## config.mk

```make
export PLATFORM = sky130hd
export DESIGN_NAME = unidade_controle_multiciclo
export DESIGN_NICKNAME = d
export VERILOG_FILES = /design/src/rtl/controle_pkg.sv /design/src/rtl/unidade_controle_multiciclo_decodificador_opcode.sv /design/src/rtl/unidade_controle_multiciclo.sv
export SDC_FILE = /design/constraint.sdc
export NUM_CORES = 1
export LEC_CHECK = 0
export BUFFER_PORTS_ARGS = -buffer_cell sky130_fd_sc_hd__buf_2
export CORE_AREA = 2 2 72 74
export CTS_CLUSTER_SIZE = 16
export DETAILED_ROUTE_END_ITERATION = 8
export DIE_AREA = 0 0 74 76
export GPL_TIMING_DRIVEN = 0
export HOLD_SLACK_MARGIN = 0.08
export MAX_ROUTING_LAYER = met4
export PLACE_DENSITY = 0.72
export RECOVER_POWER = 50
export SYNTH_ARGS = -nofsm -noshare
export SYNTH_HDL_FRONTEND = slang
export SYNTH_SLANG_ARGS = --single-unit
```

## constraint.sdc

```tcl
create_clock -name clock -period 1.9 [get_ports clock]
set_input_delay 0.19 -clock clock [delete_from_list [all_inputs] [get_ports clock]]
set_output_delay 0.19 -clock clock [all_outputs]
set_load 0.01 [all_outputs]
```

## src/rtl/controle_pkg.sv

```systemverilog
// controle_pkg: opcodes, FSM states and IR field positions
// shared by the multi-cycle control unit and its decoder.
package controle_pkg;

  localparam int OPC_LSB = 27;
  localparam int RD_LSB  = 22;
  localparam int RS1_LSB = 17;
  localparam int RS2_LSB = 12;

  localparam logic [4:0] OP_NOP  = 5'b00000;
  localparam logic [4:0] OP_ADD  = 5'b00001;
  localparam logic [4:0] OP_HALT = 5'b11111;

  typedef enum logic [2:0] {
    OCIOSO,
    BUSCA,
    ESPERA_MEM,
    DECODIFICA,
    EXECUTA,
    ESCRITA,
    PARADO
  } estado_t;

endpackage

```

## src/rtl/unidade_controle_multiciclo_decodificador_opcode.sv

```systemverilog
// decodificador_opcode: opcode -> one-hot class
// in: opcode; out: eh_add, eh_nop, eh_halt, eh_ilegal.
module decodificador_opcode
  import controle_pkg::*;
#(
  parameter int OPCODE_W = 5
) (
  input  logic [OPCODE_W-1:0] opcode,
  output logic                eh_add,
  output logic                eh_nop,
  output logic                eh_halt,
  output logic                eh_ilegal
);

  always_comb begin
    eh_add    = 1'b0;
    eh_nop    = 1'b0;
    eh_halt   = 1'b0;
    eh_ilegal = 1'b0;
    unique case (1'b1)
      (opcode == OPCODE_W'(OP_ADD)):  eh_add  = 1'b1;
      (opcode == OPCODE_W'(OP_NOP)):  eh_nop  = 1'b1;
      (opcode == OPCODE_W'(OP_HALT)): eh_halt = 1'b1;
      default:                        eh_ilegal = 1'b1;
    endcase
  end

endmodule

```

## src/rtl/unidade_controle_multiciclo.sv

```systemverilog
// unidade_controle_multiciclo: fetch/decode/execute/write sequencer
// in: clock, reset, inicia, pausa, instrucao; out: strobes, IR fields, status, counter.
module unidade_controle_multiciclo
  import controle_pkg::*;
#(
  parameter int INSTR_W      = 32,
  parameter int OPCODE_W     = 5,
  parameter int REG_ADDR_W   = 5,
  parameter int MEM_LATENCIA = 1,
  parameter int CONT_W       = 16
) (
  input  logic                  clock,
  input  logic                  reset,
  input  logic                  inicia,
  input  logic                  pausa,
  input  logic [INSTR_W-1:0]    instrucao,
  output logic                  mem_le,
  output logic                  pc_incrementa,
  output logic [OPCODE_W-1:0]   ula_opcode,
  output logic                  reg_escreve,
  output logic [REG_ADDR_W-1:0] endereco_regd,
  output logic [REG_ADDR_W-1:0] endereco_reg1,
  output logic [REG_ADDR_W-1:0] endereco_reg2,
  output logic                  ocupado,
  output logic                  parado,
  output logic                  erro_opcode,
  output logic [CONT_W-1:0]     contador_instrucoes
);

  localparam int ESP_W = 3;

  estado_t             estado;
  estado_t             prox;
  logic [INSTR_W-1:0]  ir;
  logic [ESP_W-1:0]    espera;
  logic [CONT_W-1:0]   cont;
  logic                erro;
  logic [OPCODE_W-1:0] op_ir;
  logic                retira;
  logic                marca_erro;
  logic                eh_add;
  logic                eh_nop;
  logic                eh_halt;
  logic                eh_ilegal;

  assign op_ir = ir[OPC_LSB +: OPCODE_W];

  decodificador_opcode #(
    .OPCODE_W (OPCODE_W)
  ) u_dec (
    .opcode    (op_ir),
    .eh_add    (eh_add),
    .eh_nop    (eh_nop),
    .eh_halt   (eh_halt),
    .eh_ilegal (eh_ilegal)
  );

  always_comb begin
    prox          = estado;
    mem_le        = 1'b0;
    pc_incrementa = 1'b0;
    reg_escreve   = 1'b0;
    ula_opcode    = '0;
    retira        = 1'b0;
    marca_erro    = 1'b0;
    unique case (estado)
      OCIOSO: begin
        if (inicia) prox = BUSCA;
      end
      BUSCA: begin
        if (!pausa) begin
          mem_le = 1'b1;
          prox   = ESPERA_MEM;
        end
      end
      ESPERA_MEM: begin
        // dwell ends on the cycle the counter would hit zero
        if (espera <= ESP_W'(1)) prox = DECODIFICA;
      end
      DECODIFICA: prox = EXECUTA;
      EXECUTA: begin
        ula_opcode = op_ir;
        unique case (1'b1)
          eh_add: prox = ESCRITA;
          eh_nop: begin
            pc_incrementa = 1'b1;
            retira        = 1'b1;
            prox          = BUSCA;
          end
          eh_halt: begin
            retira = 1'b1;
            prox   = PARADO;
          end
          eh_ilegal: begin
            marca_erro = 1'b1;
            prox       = PARADO;
          end
          default: prox = PARADO;
        endcase
      end
      ESCRITA: begin
        ula_opcode    = op_ir;
        reg_escreve   = 1'b1;
        pc_incrementa = 1'b1;
        retira        = 1'b1;
        prox          = BUSCA;
      end
      PARADO:  prox = PARADO;
      default: prox = OCIOSO;
    endcase
    // reset suppresses strobes in the very cycle it is raised
    if (reset) begin
      mem_le        = 1'b0;
      pc_incrementa = 1'b0;
      reg_escreve   = 1'b0;
      ula_opcode    = '0;
    end
  end

  always_ff @(posedge clock) begin
    if (reset) begin
      estado <= OCIOSO;
      ir     <= '0;
      espera <= '0;
      cont   <= '0;
      erro   <= 1'b0;
    end else begin
      estado <= prox;
      if (estado == BUSCA && !pausa)
        espera <= ESP_W'(MEM_LATENCIA);
      else if (estado == ESPERA_MEM)
        espera <= espera - ESP_W'(1);
      if (estado == DECODIFICA)
        ir <= instrucao;
      if (retira && cont != '1)
        cont <= cont + CONT_W'(1);
      if (marca_erro)
        erro <= 1'b1;
    end
  end

  assign endereco_regd       = ir[RD_LSB  +: REG_ADDR_W];
  assign endereco_reg1       = ir[RS1_LSB +: REG_ADDR_W];
  assign endereco_reg2       = ir[RS2_LSB +: REG_ADDR_W];
  assign ocupado             = (estado != OCIOSO) && (estado != PARADO);
  assign parado              = (estado == PARADO);
  assign erro_opcode         = erro;
  assign contador_instrucoes = cont;

endmodule

```

==> run summary, run 1 <==
outcome = complete, no violations
register area = 868 um2
Avg Inst Size Synth = 8.01 um2
H-Tree Depth = 2
Setup WS post-layout = 0.0237 ns
# diodes = 0
count of flip-flops with a built-in enable after synthesis = 0
post-synthesis sequential area ratio = 0.406
Startpoint Class = flop
Pwr Total = 1.94 mW
Psw = 0.417 mW
Synth cell types = 43
worst-path maximum fanout = 10
die area = 0.00562 mm2
Yosys warnings = 0
reg2reg end = contador_instrucoes[9]
initial DRC count = 92
Mapped Cells = 265
Int Pwr = 1.53 mW
initial core utilization = 0.432
Util after Layout = 0.563
CP required = 2.06 ns
reg2reg start = estado[1]
CTS tree = done
Relative slew margins = 0.651
dominant cell type by area after synthesis = dfxtp_1
fin crit share = 0.988
crit path kind = reg2reg
synthesized cell area = 0.00212 mm2
antenna violations before repair = 0
IO buf count = 65
chip width = 74 um
clock transition at the registers of the reported paths = 0.08 ns
Via Count = 2,066
critical path arrival = 2.04 ns
GRT overflow = 0
cell with the most instances after synthesis = nand2_1
ys async rst share = 0
Period minus WS final = 1.88 ns
DRC viols = 0
Max IR drop VDD = 0.397 mV
vias per cell = 4.98
Fin Clk Skew = 0.00897 ns
static leakage = 1.05 nW
measured slew at the worst slew-check pin = 0.523 ns
layout cells sized above 1 = 0.255
P&R area growth vs syn = 30.3%
layout filler cell count = 481
Fin. Hold Viols = 0
number of global-route vias before repair = 1,763
worst min-delay path class = in2reg
wire per inst = 12.1 um
# rows = 26
number of synthesized register bits = 43
# setup viols final = 0
Mapped Nets = 304
RD Place Congestion = 0.840
Synth Flop Type = dfxtp_1
Pins Over Slew Limit = 0
clock power share = 0.426
ANT nets after route = 0
PwrDens = 703 mW/mm2
dpl ws = -0.119 ns
sequential share of power = 0.480
worst skew pair latency = 0.30 ns
first-pass GRT wire length = 7940 um
area of the multi-input gates = 0.00113 mm2
R2R depth = 6
Hold Path End = ir[28]
GRT Overall Usage = 0.181
Sw Share = 0.215
Reg2Reg Setup Slack = 0.02 ns
top cells by count, synth = nand2_1, dfxtp_1, a21oi_1
combinational share of power = 0.094
final net count = 383
Hold Path Depth = 3
num ports = 78
highest clock rate = 533 MHz
core region area = 0.00491 mm2
cts bufs inserted = 5
Clock Sinks = 43
root buffer cell = clkbuf_8
DRT Pass-1 Iters = 4
wirelength, routed = 5020 um
largest net degree at the start of global routing = 14
Max Cap Viol = 0
post-synth top area share = 0.406
HP Start = instrucao[28]
Clock Path Buffers = 2
Worst setup EP type = flop
RSZ-0062 raised after global routing = true
chip height = 76 um
Final HPWL DP = 3520 um
Synth area leaders = dfxtp_1, nand2_1, a21oi_1
## state kept, by name, indices dropped and copies added (netlist names)
register / flops
estado: 3
erro_opcode: 1
ir: 20
espera: 3
contador_instrucoes: 16
## stage by stage
step,area (um2),setup TNS (ns),hold WS (ns),cells
CTS,2710,-0.000859,0.104,411
floorplan,2120,0,0.326,265
detailed placement,2530,-0.162,0.436,400
finish,2770,0,0.113,415
global placement,2530,-0.0999,0.432,400
global route,2770,-0.514,0.117,415
## power groups by stage
stage	clock (mW)	sequential, mW	combinational, mW
2_1_floorplan	0	0.951	0.116
3_3_place_gp	0	0.953	0.172
3_5_place_dp	0	0.954	0.174
4_1_cts	0.850	0.934	0.181
5_1_grt	0.904	0.936	0.205
6_report	0.829	0.933	0.183
## final cells by class
class                           count  share of cell area
Buffer                             26              0.0656
Clock buffer                        6              0.0262
Clock inverter                      2              0.0217
Inverter                            7             0.00950
Multi-Input combinational cell    189               0.408
Sequential cell                    43               0.314
Tap cell                           70              0.0317
Timing Repair Buffer               72               0.124
## repair_timing
item | 4_1_cts | 5_1_grt
pin swaps | 4 | 6
resized for setup | 8 | 15
endpoints found under the setup margin | 9 | 14
hold buffers | 0 | 0
buffers inserted | 3 | 4
## worst max-delay path, stage by stage (launching register included)
cell and delay [ns]:
dfxtp_1 0.31, buf_6 0.13, nand4b_1 0.26, or2_1 0.35, a2111oi_1 0.47, xnor2_1 0.18, nor2_1 0.06
## logic make-up after synthesis
group | after synthesis | synth area share
buffers and inverters | 33 | 0.0973
muxes | 4 | 0.0200
DFF | 43 | 0.406
xor gates and xnor gates | 8 | 0.0330
adders and majority gates | 3 | 0.0177
and+or+nand+nor | 121 | 0.277
AOI/OAI and AO/OA | 53 | 0.150
## per-layer routing
layer	vias up	routed length, um	GRT usage
met1	940	2260	0.230
met2	57	2390	0.285
li1	1056	-	-
met3	13	240	0.0278
met5	-	0	-
met4	0	126	0.0727
## how the worst max path moves through the flow
stage | start | slack (ns) | endpoint | depth (start not counted)
6_report | estado[1] | 0.02 | contador_instrucoes[9] | 6
5_1_grt | estado[1] | -0.09 | contador_instrucoes[9] | 6
4_1_cts | contador_instrucoes[7] | -0.0009 | contador_instrucoes[15] | 5
3_5_place_dp | contador_instrucoes[7] | -0.12 | contador_instrucoes[15] | 5
3_3_place_gp | contador_instrucoes[7] | -0.1 | contador_instrucoes[15] | 5
2_1_floorplan | contador_instrucoes[7] | 0.11 | contador_instrucoes[15] | 5
## cell usage in the layout, fill, tap and decap left out, drive strengths merged, types with 4 or more instances in the layout
master / count
nor3: 7
or3: 7
nand3: 6
dfxtp: 43
nand2: 51
clkbuf: 44
a2111oi: 6
buf: 59
nor2: 24
nand4: 4
xnor2: 7
a21oi: 34
inv: 7
o21ai: 5
and2: 6
Note: power is estimated with default switching activity, not from simulation.
==> run 2, diff against run 1 <==
PLACE_DENSITY = 0.78   (was 0.72)
==> run 2 against run 1 <==
The flow now finishes with violations (setup timing); count of clock-buffer cells in the layout unchanged; sequential power about the same; maximum frequency down 3.1%; sequential share of layout area down 0.12 points; clock skew down 0.0038 ns; wire length up 5.8%; non-clock buffer count up 2; register-to-register slack worse by 0.06 ns.
==> run summary, run 2 (synthesized netlist as in run 1, its figures left out) <==
PwrDens = 603 mW/mm2 (was 703 mW/mm2)
Final HPWL DP = 3540 um (was 3520 um)
worst min-delay path class = in2reg (unchanged)
Pins Over Slew Limit = 0 (unchanged)
Util after Layout = 0.567 (was 0.563)
met3 Use GR = 0.0516 (was 0.0278)
Clock Sinks = 43 (unchanged)
crit path kind = reg2reg (unchanged)
worst hold margin = 0.115 ns (was 0.113 ns)
antenna violations before repair = 0 (unchanged)
RSZ-0062 raised after global routing = true (unchanged)
Max IR drop VDD = 0.302 mV (was 0.397 mV)
DRT Pass-1 Iters = 4 (unchanged)
largest register by flop count = ir (unchanged)
clock power share = 0.325 (was 0.426)
GRT Overall Usage = 0.189 (was 0.181)
GRT overflow = 0 (unchanged)
Layout Cells excl Fill = 416 (was 415)
commonest non-fill, non-tap cell in the layout = buf_2 (was nand2_1)
final net count = 386 (was 383)
Via Count = 2,092 (was 2,066)
met1 Use GR = 0.233 (was 0.230)
largest net degree at the start of global routing = 12 (was 14)
setup TNS = -0.0745 ns (was 0 ns)
P&R area growth vs syn = 31.4% (was 30.3%)
Clock Path Buffers = 2 (unchanged)
sequential share of power = 0.557 (was 0.480)
initial core utilization = 0.432 (unchanged)
CP required = 2.13 ns (was 2.06 ns)
Crit-path slowest cell = a2111o_1 (was a2111oi_1)
most frequent cells in the layout = buf_2, nand2_1, dfxtp_1 (was nand2_1, dfxtp_1, clkbuf_1)
start point of the critical path = ir[30] (was estado[1])
Cell Chain, Critical Path = nor4_4, a21oi_4, a2111o_1, or3_1, a21oi_1 (was buf_6, nand4b_1, or2_1, a2111oi_1, xnor2_1, nor2_1)
Sw Share = 0.253 (was 0.215)
first-pass GRT wire length = 8180 um (was 7940 um)
ANT nets after route = 0 (unchanged)
IO buf count = 65 (unchanged)
core region area = 0.00491 mm2 (unchanged)
Setup WS post-layout = -0.0362 ns (was 0.0237 ns)
max FFs per register = 20 (unchanged)
highest clock rate = 516 MHz (was 533 MHz)
dpl ws = -0.160 ns (was -0.119 ns)
Fin Clk Skew = 0.00516 ns (was 0.00897 ns)
Cell Area, Placed = 0.00253 mm2 (unchanged)
Startpoint Class = flop (unchanged)
outcome = complete, but fails checks (was complete, no violations)
worst skew pair latency = 0.30 ns (about the same)
# rows = 26 (unchanged)
Fin. Hold Viols = 0 (unchanged)
initial DRC count = 180 (was 92)
fin crit share = 1.02 (was 0.988)
Design Area, Final = 0.00279 mm2 (was 0.00277 mm2)
worst-path maximum fanout = 7 (was 10)
HP Start = instrucao[28] (unchanged)
vias per cell = 5.03 (was 4.98)
wire per inst = 12.8 um (was 12.1 um)
combinational share of power = 0.118 (was 0.094)
# setup viols final = 3 (was 0)
root buffer cell = clkbuf_8 (unchanged)
critical path arrival = 2.17 ns (was 2.04 ns)
Psw = 0.426 mW (was 0.417 mW)
met2 usage in global routing = 0.293 (was 0.285)
Period minus WS final = 1.94 ns (was 1.88 ns)
Max Cap Viol = 0 (unchanged)
CTS tree = done (unchanged)
chip width = 74 um (unchanged)
clock transition at the registers of the reported paths = 0.08 ns (about the same)
RD Place Congestion = 0.846 (was 0.840)
H-Tree Depth = 2 (unchanged)
chip height = 76 um (unchanged)
most used routing layer = met2 (unchanged)
DRC viols = 0 (unchanged)
wirelength, routed = 5310 um (was 5020 um)
Relative slew margins = 0.598 (was 0.651)
WP buf/inv = 0 (was 1)
# diodes = 0 (unchanged)
Int Pwr = 1.26 mW (was 1.53 mW)
Placed Instances = 400 (unchanged)
static leakage = 1.16 nW (was 1.05 nW)
die area = 0.00562 mm2 (unchanged)
Top delay family on crit path = compound AO/OA/AOI/OAI gates (was simple AND/OR/NAND/NOR gates)
number of hold buffers added after CTS = 0 (unchanged)
cts bufs inserted = 5 (unchanged)
Worst setup EP type = flop (unchanged)
reg2reg start = ir[30] (was estado[1])
Pwr Total = 1.68 mW (was 1.94 mW)
layout cells sized above 1 = 0.361 (was 0.255)
number of global-route vias before repair = 1,859 (was 1,763)
delay of the slowest cell on the worst path = 0.51 ns (was 0.47 ns)
num ports = 78 (unchanged)
measured slew at the worst slew-check pin = 0.603 ns (was 0.523 ns)
failing checks = setup timing
-- run 2: changes by cell type in the layout (fill, tap and decap cells not counted), moves of 3 or more --
cell	previous run	this run
a2111oi_1	3	0
clkbuf_1	37	9
dfxtp_2	3	6
dfxtp_1	39	36
a2111oi_2	2	5
buf_2	36	64
-- run 2: worst paths after layout --
check	depth (start not counted)	slack (ns)	end
max	5	-0.04	contador_instrucoes[14]
min	3	0.12	ir[28]
max reg2reg	5	-0.04	contador_instrucoes[14]
min reg2reg	2	0.46	ir[24]
-- run 2: power by group through the flow --
stage	Sequential, mW	Combinational [mW]	Clock [mW]
floorplan	0.951	0.116	0
global placement	0.953	0.174	0
detailed placement	0.954	0.178	0
CTS	0.933	0.180	0.563
global route	0.938	0.220	0.596
finish	0.936	0.199	0.547
-- run 2: timing repair --
| action | 4_1_cts | 5_1_grt |
|---|---|---|
| pin swaps | 0 | 10 |
| setup endpoints to repair | 9 | 12 |
| gates resized for setup | 4 | 28 |
| setup buffers | 0 | 9 |
| gates cloned | 0 | 1 |
-- run 2: area by class of cell --
cell class                      count  area (um2)
Multi-Input combinational cell    190        1150
Inverter                            7        26.3
Sequential cell                    43         872
Buffer                             26         184
Timing Repair Buffer               74         392
Fill cell                         456        2120
Clock buffer                        6        72.6
Tap cell                           70        87.6
-- run 2: per-layer routing --
layer | vias up | part of all wire
met1 | 936 | 0.44
met4 | 0 | 0.025
met3 | 10 | 0.059
met2 | 83 | 0.47
li1 | 1063 | -
met5 | - | 0
-- run 2: worst reg2reg max path, delay by kind of cell (launching register included) --
kind | cells | cell delay (ns)
AND/OR/NAND/NOR | 2 | 0.73
AO/OA/AOI/OAI | 3 | 0.78
flip-flops | 1 | 0.36
